===== config.mk =====
export PLATFORM = sky130hd
export DESIGN_NAME = tt_sweep_ctrl
export DESIGN_NICKNAME = d
export VERILOG_FILES = /design/src/rtl/tt_pkg.sv /design/src/rtl/tt_settle_cnt.sv /design/src/rtl/tt_sweep_ctrl.sv
export SDC_FILE = /design/constraint.sdc
export NUM_CORES = 1
export LEC_CHECK = 0
export CORE_MARGIN = 5
export CORE_UTILIZATION = 53
export CTS_CLUSTER_SIZE = 14
export DETAILED_ROUTE_END_ITERATION = 8
export GPL_TIMING_DRIVEN = 0
export PLACE_DENSITY = 0.84
export RECOVER_POWER = 25
export SLEW_MARGIN = 10
export SYNTH_ARGS = -nofsm -noshare
export SYNTH_HDL_FRONTEND = slang
export SYNTH_HIERARCHICAL = 1
export SYNTH_SLANG_ARGS = --single-unit

===== constraint.sdc =====
create_clock -name clk -period 5.6 [get_ports clk]
set_input_delay 0.84 -clock clk [delete_from_list [all_inputs] [get_ports clk]]
set_output_delay 0.84 -clock clk [all_outputs]
set_load 0.05 [all_outputs]

===== src/rtl/tt_pkg.sv =====
// Shared types and constants for the truth-table sweeper.
package tt_pkg;

  typedef enum logic [2:0] {
    ST_IDLE   = 3'd0,
    ST_DRIVE  = 3'd1,
    ST_SETTLE = 3'd2,
    ST_SAMPLE = 3'd3,
    ST_DONE   = 3'd4
  } state_e;

  localparam int unsigned NIB_W    = 4;
  localparam logic [2:0]  VEC_LAST = 3'd7;
  localparam int unsigned CNT_W    = 4;

  // Returns word with the nibble for vector idx replaced by nib.
  function automatic logic [31:0] put_nibble(input logic [31:0] word,
                                             input logic [2:0]  idx,
                                             input logic [3:0]  nib);
    logic [31:0] w;
    w = word;
    w[NIB_W*idx +: NIB_W] = nib;
    return w;
  endfunction

endpackage


===== src/rtl/tt_settle_cnt.sv =====
// Loadable settle down-counter; stops at zero and flags it.
module tt_settle_cnt
  import tt_pkg::*;
#(
  parameter int unsigned Width = CNT_W
) (
  input  logic             clk,
  input  logic             rst_n,
  input  logic             load,
  input  logic [Width-1:0] load_val,
  input  logic             dec,
  output logic             zero
);

  logic [Width-1:0] cnt_q;

  always_ff @(posedge clk) begin
    if (!rst_n) begin
      cnt_q <= '0;
    end else if (load) begin
      cnt_q <= load_val;
    end else if (dec && (cnt_q != '0)) begin
      cnt_q <= cnt_q - 1'b1;
    end
  end

  assign zero = (cnt_q == '0);

endmodule


===== src/rtl/tt_sweep_ctrl.sv =====
// Sweeps x/y/z through 000..111, samples o_in after a settle delay, packs a 32-bit table.
// Define TT_SWEEP_CHECK_EN to add the EXPECTED comparator with mismatch/err_cnt outputs.
module tt_sweep_ctrl
  import tt_pkg::*;
#(
  parameter int unsigned SETTLE_CYCLES = 2
`ifdef TT_SWEEP_CHECK_EN
  ,
  parameter logic [31:0] EXPECTED = 32'h0707_8F80
`endif
) (
  input  logic        clk,
  input  logic        rst_n,
  input  logic        start,
  output logic        x,
  output logic        y,
  output logic        z,
  input  logic [3:0]  o_in,
  output logic [2:0]  vec_idx,
  output logic        busy,
  output logic        done,
`ifdef TT_SWEEP_CHECK_EN
  output logic        mismatch,
  output logic [3:0]  err_cnt,
`endif
  output logic [31:0] table_out
);

  localparam logic [CNT_W-1:0] SettleLoad = CNT_W'(SETTLE_CYCLES - 1);

  if (SETTLE_CYCLES < 1 || SETTLE_CYCLES > 15) begin : g_bad_settle
    $error("SETTLE_CYCLES must be in 1..15");
  end

  state_e      state_q;
  logic [2:0]  vec_idx_q;
  logic [31:0] table_q;
  logic        busy_q;
  logic        done_q;
  logic        cnt_zero;

  tt_settle_cnt #(
    .Width(CNT_W)
  ) u_settle_cnt (
    .clk     (clk),
    .rst_n   (rst_n),
    .load    (state_q == ST_DRIVE),
    .load_val(SettleLoad),
    .dec     (state_q == ST_SETTLE),
    .zero    (cnt_zero)
  );

`ifdef TT_SWEEP_CHECK_EN
  logic [3:0] err_q;
  logic       nib_diff;

  assign nib_diff = (o_in != EXPECTED[NIB_W*vec_idx_q +: NIB_W]);
`endif

  always_ff @(posedge clk) begin
    if (!rst_n) begin
      state_q   <= ST_IDLE;
      vec_idx_q <= '0;
      table_q   <= '0;
      busy_q    <= 1'b0;
      done_q    <= 1'b0;
`ifdef TT_SWEEP_CHECK_EN
      err_q     <= '0;
`endif
    end else begin
      unique case (state_q)
        ST_IDLE, ST_DONE: begin
          if (start) begin
            state_q   <= ST_DRIVE;
            vec_idx_q <= '0;
            table_q   <= '0;
            busy_q    <= 1'b1;
            done_q    <= 1'b0;
`ifdef TT_SWEEP_CHECK_EN
            err_q     <= '0;
`endif
          end
        end
        ST_DRIVE: begin
          state_q <= ST_SETTLE;
        end
        ST_SETTLE: begin
          if (cnt_zero) begin
            state_q <= ST_SAMPLE;
          end
        end
        ST_SAMPLE: begin
          table_q <= put_nibble(table_q, vec_idx_q, o_in);
`ifdef TT_SWEEP_CHECK_EN
          if (nib_diff) begin
            err_q <= err_q + 4'd1;
          end
`endif
          // Vector 7 is terminal: the index holds instead of wrapping.
          if (vec_idx_q == VEC_LAST) begin
            state_q <= ST_DONE;
            busy_q  <= 1'b0;
            done_q  <= 1'b1;
          end else begin
            vec_idx_q <= vec_idx_q + 3'd1;
            state_q   <= ST_DRIVE;
          end
        end
        default: begin
          state_q <= ST_IDLE;
          busy_q  <= 1'b0;
          done_q  <= 1'b0;
        end
      endcase
    end
  end

  assign x         = vec_idx_q[2];
  assign y         = vec_idx_q[1];
  assign z         = vec_idx_q[0];
  assign vec_idx   = vec_idx_q;
  assign busy      = busy_q;
  assign done      = done_q;
  assign table_out = table_q;

`ifdef TT_SWEEP_CHECK_EN
  assign err_cnt  = err_q;
  assign mismatch = done_q & (err_q != 4'd0);
`endif

endmodule

== Word level (Yosys, flattened, before mapping) ==
Index checks and enable logic that the tools add are counted.
Widths: inputs -> output; s select.
Word-level totals
  bits in registers: 44
  output and inout port bits: 40
  word-level logic and storage cells: 54
Operators by class
  add/sub/neg operators: 3
  eq/ne operators: 9
  shift operators: 2
  mux-type cells: 18
  bitwise operators: 2
  reduce and logical (&&, ||, !) cells: 13
Operator list (number)
  $pmux 32 s2: 1
  $neg 5->34: 1
  $shift 4x34->32 const A: 1
  $shiftx 4x34->32: 1
  $bwmux 32: 1
  $mux 32: 1
  $mux 3: 5
  $pmux 3 s4: 1
  $ne 2x2->1 const B: 4
  $eq 3x2->1 const B: 2
  $eq 3x3->1 const B: 2
  $mux 1: 6
  $pmux 1 s3: 2
  $pmux 3 s2: 1
  $reduce_and 3->1: 2
  $reduce_or 2->1: 3
  $logic_not 4->1: 1
  $reduce_and 2->1: 2
  $reduce_bool 2->1: 2
  $reduce_bool 4->1: 1
  $sub 4x1->4 const B: 1
  $add 3x1->3 const B: 1
  $eq 3x1->1 const B: 1
  $logic_not 3->1: 1
  other kinds (2): 3

== Logic depth before layout (Yosys ltp) ==
  word-level depth: 4
  gate-level depth with buffers: 7

== By module ==
Netlist, hierarchy kept.
By module, submodules not included
  tt_sweep_ctrl: instances 1, cells an instance 185, area each 1800.5 µm², seq. area each 800.8 µm²
  tt_settle_cnt: instances 1, cells an instance 31, area each 256.5 µm², seq. area each 80.1 µm²

== Worst setup path before layout ==
Ideal clock, no wire load.
  path kind: register to register
  from: register vec_idx_q[0] (netlist: vec_idx[0])
  to: register table_q[24] (netlist: table_out[24])
  arrival: 2.344 ns
  data required time: 5.465 ns
  setup slack: 3.121 ns
  stages on the path, launching flop included: 7
  buffers on the path: 0
  period minus slack after synthesis: 2.479 ns
  path through: dfxtp_1 -> inv_1 -> ha_1 -> ha_1 -> nand4bb_1 -> o311ai_1 -> o22ai_1
On the way
  word-level cells in the longest chain between the ends: 4
  elaborated cells between the ends (all ways): 5
  those cells by class: add/sub (1); shift (2); mux (2)
Ends and longest elaborated chain
  start, declared: line tt_sweep_ctrl.sv:36  | logic [2:0] vec_idx_q;
  start signal, assigned: line tt_sweep_ctrl.sv:105  | vec_idx_q <= vec_idx_q + 3'd1;
  $neg 5->34 (*): line tt_pkg.sv:22  | w[NIB_W*idx +: NIB_W] = nib;
  $shiftx 4x34->32 or $shift 4x34->32 (tied branches): line tt_pkg.sv:22
  $bwmux 32 (*): line tt_pkg.sv:22
  $pmux 32 s2 (*): line tt_sweep_ctrl.sv:71  | unique case (state_q)
  end signal, assigned: line tt_sweep_ctrl.sv:93  | table_q <= put_nibble(table_q, vec_idx_q, o_in);
  end, declared: line tt_sweep_ctrl.sv:37  | logic [31:0] table_q;
Every way passes the cells marked *; elsewhere a longest branch is shown, timed or not.
A chain may end at the register's enable or synchronous reset.

== Worst setup path in the final report ==
  from: register vec_idx_q[0] (netlist: vec_idx[0])
  to: output port vec_idx[0]
RTL lines
  end, declared: line tt_sweep_ctrl.sv:19  | output logic [2:0] vec_idx,
No word-level cell between the ends.

==> flow_metrics.py <==
metrics = {
    "cells_and_area": {
        "multiInputGateArea_um2": 1020,
        "diodes": 0,
        "fillers": 286,
        "regArea_um2": 881,
        "areaGrowthSynthToFinish_pct": 31.4,
        "nets": 286,
        "drive_above_1_share_pct": 8.09,
    },
    "flow_run": {
        "maxCapViolCount": 0,
    },
    "synth": {
        "syn-cell-area_um2": 2060,
        "synthArstFlopShare_pct": 0,
        "netlist.area_leader.share_pct": 42.8,
        "synth.distinct_cells": 45,
        "avgSynthCellArea_um2": 9.52,
        "synthCells": 216,
        "synth_edf_count": 0,
        "yosysWarnings": 6,
        "yosysTopAreaCell": "dfxtp_1",
        "synth-seq-cells": 44,
        "synth_top_flop_cell": "dfxtp_1",
        "synthTopCellsByArea": "dfxtp_1 43%, a32o_1 7.8%, nand3_1 5.6%, ha_1 4.9%, mux2i_1 4.4%",
        "yosysSeqAreaShare_pct": 42.8,
    },
    "timing": {
        "setup_viol": 0,
        "finalSetupTns_ns": 0,
        "finalHoldViolCount": 0,
        "slew_viol_final": 0,
        "maxSlewHeadroom_pct": 37.5,
        "period_needed_ns": 2.69,
        "skew_ns": 0.0107,
        "worst-slew-pin-transition_ns": 0.926,
        "max_freq_mhz": 372,
        "layout_setup_ws_ns": 2.91,
        "final.period_utilization_pct": 48.0,
        "rsz0062_at_grt": "no",
    },
    "power": {
        "irDropWorstVdd_uv": 207,
        "power_frac_comb_pct": 13.6,
        "swShare_pct": 25.4,
        "power_frac_seq_pct": 48.7,
        "switching_power_w": 0.000172,
        "pwr-share-clk_pct": 37.7,
        "p_int_w": 0.000504,
        "p_leak_nw": 0.990,
        "pwr_density_cell_nw_per_um2": 250,
    },
    "routing": {
        "vias": 1795,
        "vias_per_cell": 5.61,
        "first_pass_iters": 4,
        "drt_iter0_drc": 139,
        "ant_nets": 0,
        "drc": 0,
        "routed_wl_um": 4630,
        "wl_per_cell_um": 14.5,
    },
    "worst_setup_path": {
        "reg2reg_to": "table_out[9]",
        "crit_required_ns": 4.76,
        "crit_path_cell_trace": "buf_4 -> clkdlybuf4s50_1",
        "worst-path-buf-inv": 2,
        "crit_path_start_kind": "flip-flop",
        "cp_max_fo": 12,
        "slowest_stage": "clkdlybuf4s50_1",
        "r2r_slack_ns": 3.02,
        "reg2reg_from": "vec_idx[0]",
        "ff2ff_path_depth": 6,
        "slowest_delay_ns": 0.79,
        "end_kind": "output pin",
        "critical_path_class": "reg -> out",
        "cp.arrival_ns": 1.85,
        "crit_family": "buffers and inverters",
    },
    "clocking": {
        "post_cts_resized": 0,
        "cts_tree": "built",
        "post-cts-setup-buffer-count": 0,
        "clk-insertion-delay-late_ns": 0.30,
        "clock-sinks": 44,
        "cts_hold_buf": 0,
        "clock-root-buffer": "clkbuf_8",
        "cts_htree_levels": 2,
        "cts_made_buffers": 5,
        "cts_buffer_depth": 2,
        "clk_pin_slew_worst_paths_ns": 0.08,
    },
    "global_route": {
        "track_usage_pct": 18.8,
        "grt_pass1_vias": 1653,
        "antenna_found_initial": 0,
        "grt_start_max_net_pins": 15,
        "globalRouteOverflowTotal": 0,
        "grt_pass1_wl_um": 7790,
    },
    "hold_path": {
        "hp-start": "table_out[26]",
        "whs_path_depth": 2,
        "hold_class": "reg -> reg",
        "hold-path-endpoint": "table_out[26]",
    },
    "floorplanning": {
        "die_w_um": 72.3,
        "start_util_pct": 55.4,
        "coreArea_um2": 3720,
        "die_h_um": 72.3,
        "dieArea_um2": 5230,
        "row_count": 22,
        "io_pins": 47,
    },
    "outcome": {
        "status": "finished clean",
    },
    "placement": {
        "pre_cts_ws_ns": 2.99,
        "hpwlAfterDp_um": 3450,
        "port_buffers": 46,
        "gp_congestion": 0.832,
    },
}
## sequential cells by signal, summed over array words and instances, names as in the netlist
signal              flops
table_out              32
u_settle_cnt/cnt_q      4
state_q                 3
vec_idx                 3
busy                    1
done                    1
## cell families after synthesis
| logic type | after synthesis | share of synthesized area [%] |
|---|---|---|
| mux | 9 | 4.38 |
| flops | 44 | 42.8 |
| other cells | 2 | 0.365 |
| buf+inv | 33 | 7.60 |
| fa+ha+maj | 8 | 4.87 |
| compound gates | 47 | 18.5 |
| simple gates | 73 | 21.5 |
## power by group through the flow
| stage | Clock (W) | Sequential (W) | Combinational [W] |
|---|---|---|---|
| 2_1_floorplan | 0 | 0.000340 | 0.0000652 |
| 3_3_place_gp | 0 | 0.000336 | 0.0000904 |
| 3_5_place_dp | 0 | 0.000336 | 0.0000925 |
| 4_1_cts | 0.000257 | 0.000329 | 0.0000929 |
| 5_1_grt | 0.000272 | 0.000330 | 0.000100 |
| 6_report | 0.000255 | 0.000329 | 0.0000919 |
## worst min-delay path, cell delays in order, from the launching register on
cell and delay (ns):
dfxtp_1 0.31, inv_1 0.04, o22ai_1 0.07
## per-stage QoR
| stage | instances | utilization, % | total power (W) | area [µm²] | hold WS (ns) |
|---|---|---|---|---|---|
| 2_1_floorplan | 218 | - | 0.000405 | 2060 | 0.488 |
| 3_3_place_gp | 312 | 69.6 | 0.000426 | 2580 | 0.460 |
| 3_5_place_dp | 312 | 69.6 | 0.000429 | 2580 | 0.462 |
| 4_1_cts | 320 | 72.8 | 0.000679 | 2710 | 0.475 |
| 5_1_grt | 320 | 72.7 | 0.000702 | 2700 | 0.494 |
| 6_report | 320 | 72.7 | 0.000676 | 2700 | 0.469 |
## cells in the final DEF (no fill, tap or decap), drive strengths merged, types with 4 or more instances in the layout
| cell | synthesis | layout |
|---|---|---|
| dlygate4sd3 | 0 | 11 |
| a21oi | 5 | 5 |
| ha | 8 | 8 |
| nand3 | 23 | 23 |
| clkdlybuf4s50 | 0 | 35 |
| nand2 | 13 | 13 |
| dfxtp | 44 | 44 |
| clkbuf | 6 | 12 |
| buf | 8 | 8 |
| conb | 2 | 4 |
| a21boi | 5 | 5 |
| inv | 18 | 18 |
| mux2i | 9 | 9 |
| a32o | 16 | 16 |
| o22ai | 8 | 8 |
| nor2 | 10 | 10 |
## area by class of cell
cell class | count | share of cell area [%]
inverter | 19 | 2.69
timing repair buffer | 46 | 17.0
sequential | 44 | 32.6
buffer | 14 | 3.10
tap | 48 | 2.22
clock buffer | 6 | 3.06
multi-input combinational | 141 | 37.9
clock inverter | 2 | 1.44
## worst max path at each step
stage | endpoint | cells after the start | slack [ns] | start
2_1_floorplan | table_out[24] | 6 | 3.12 | vec_idx[0]
3_3_place_gp | table_out[14] | 7 | 3.00 | start
3_5_place_dp | table_out[6] | 7 | 2.99 | start
4_1_cts | vec_idx[0] | 2 | 2.91 | vec_idx[0]
5_1_grt | table_out[23] | 6 | 2.82 | vec_idx[0]
6_report | vec_idx[0] | 2 | 2.91 | vec_idx[0]
## routing by layer
metal | vias to the layer above | GRT usage, % | routed length (µm)
met2 | 48 | 29.9 | 2180
met1 | 843 | 25.0 | 2150
li1 | 899 | - | -
met5 | - | 0 | 0
met3 | 5 | 5.54 | 248
met4 | 0 | 4.38 | 50
## Yosys cell counts (2+ instances only)
master and n:
dfxtp_1 44, nand3_1 23, inv_1 18, a32o_1 16, nand2_1 13, nor2_1 10, mux2i_1 9, ha_1 8
o22ai_1 8, clkbuf_1 6, a21boi_0 5, a21oi_1 5, buf_4 4, nand4b_1 3, nor3_1 3, nor3b_1 3
o21a_1 3, and2_1 2, buf_6 2, conb_1 2, nand3b_1 2, nand4bb_1 2, nor4bb_1 2, o21ai_0 2
Note: power is estimated with default switching activity, not from simulation.
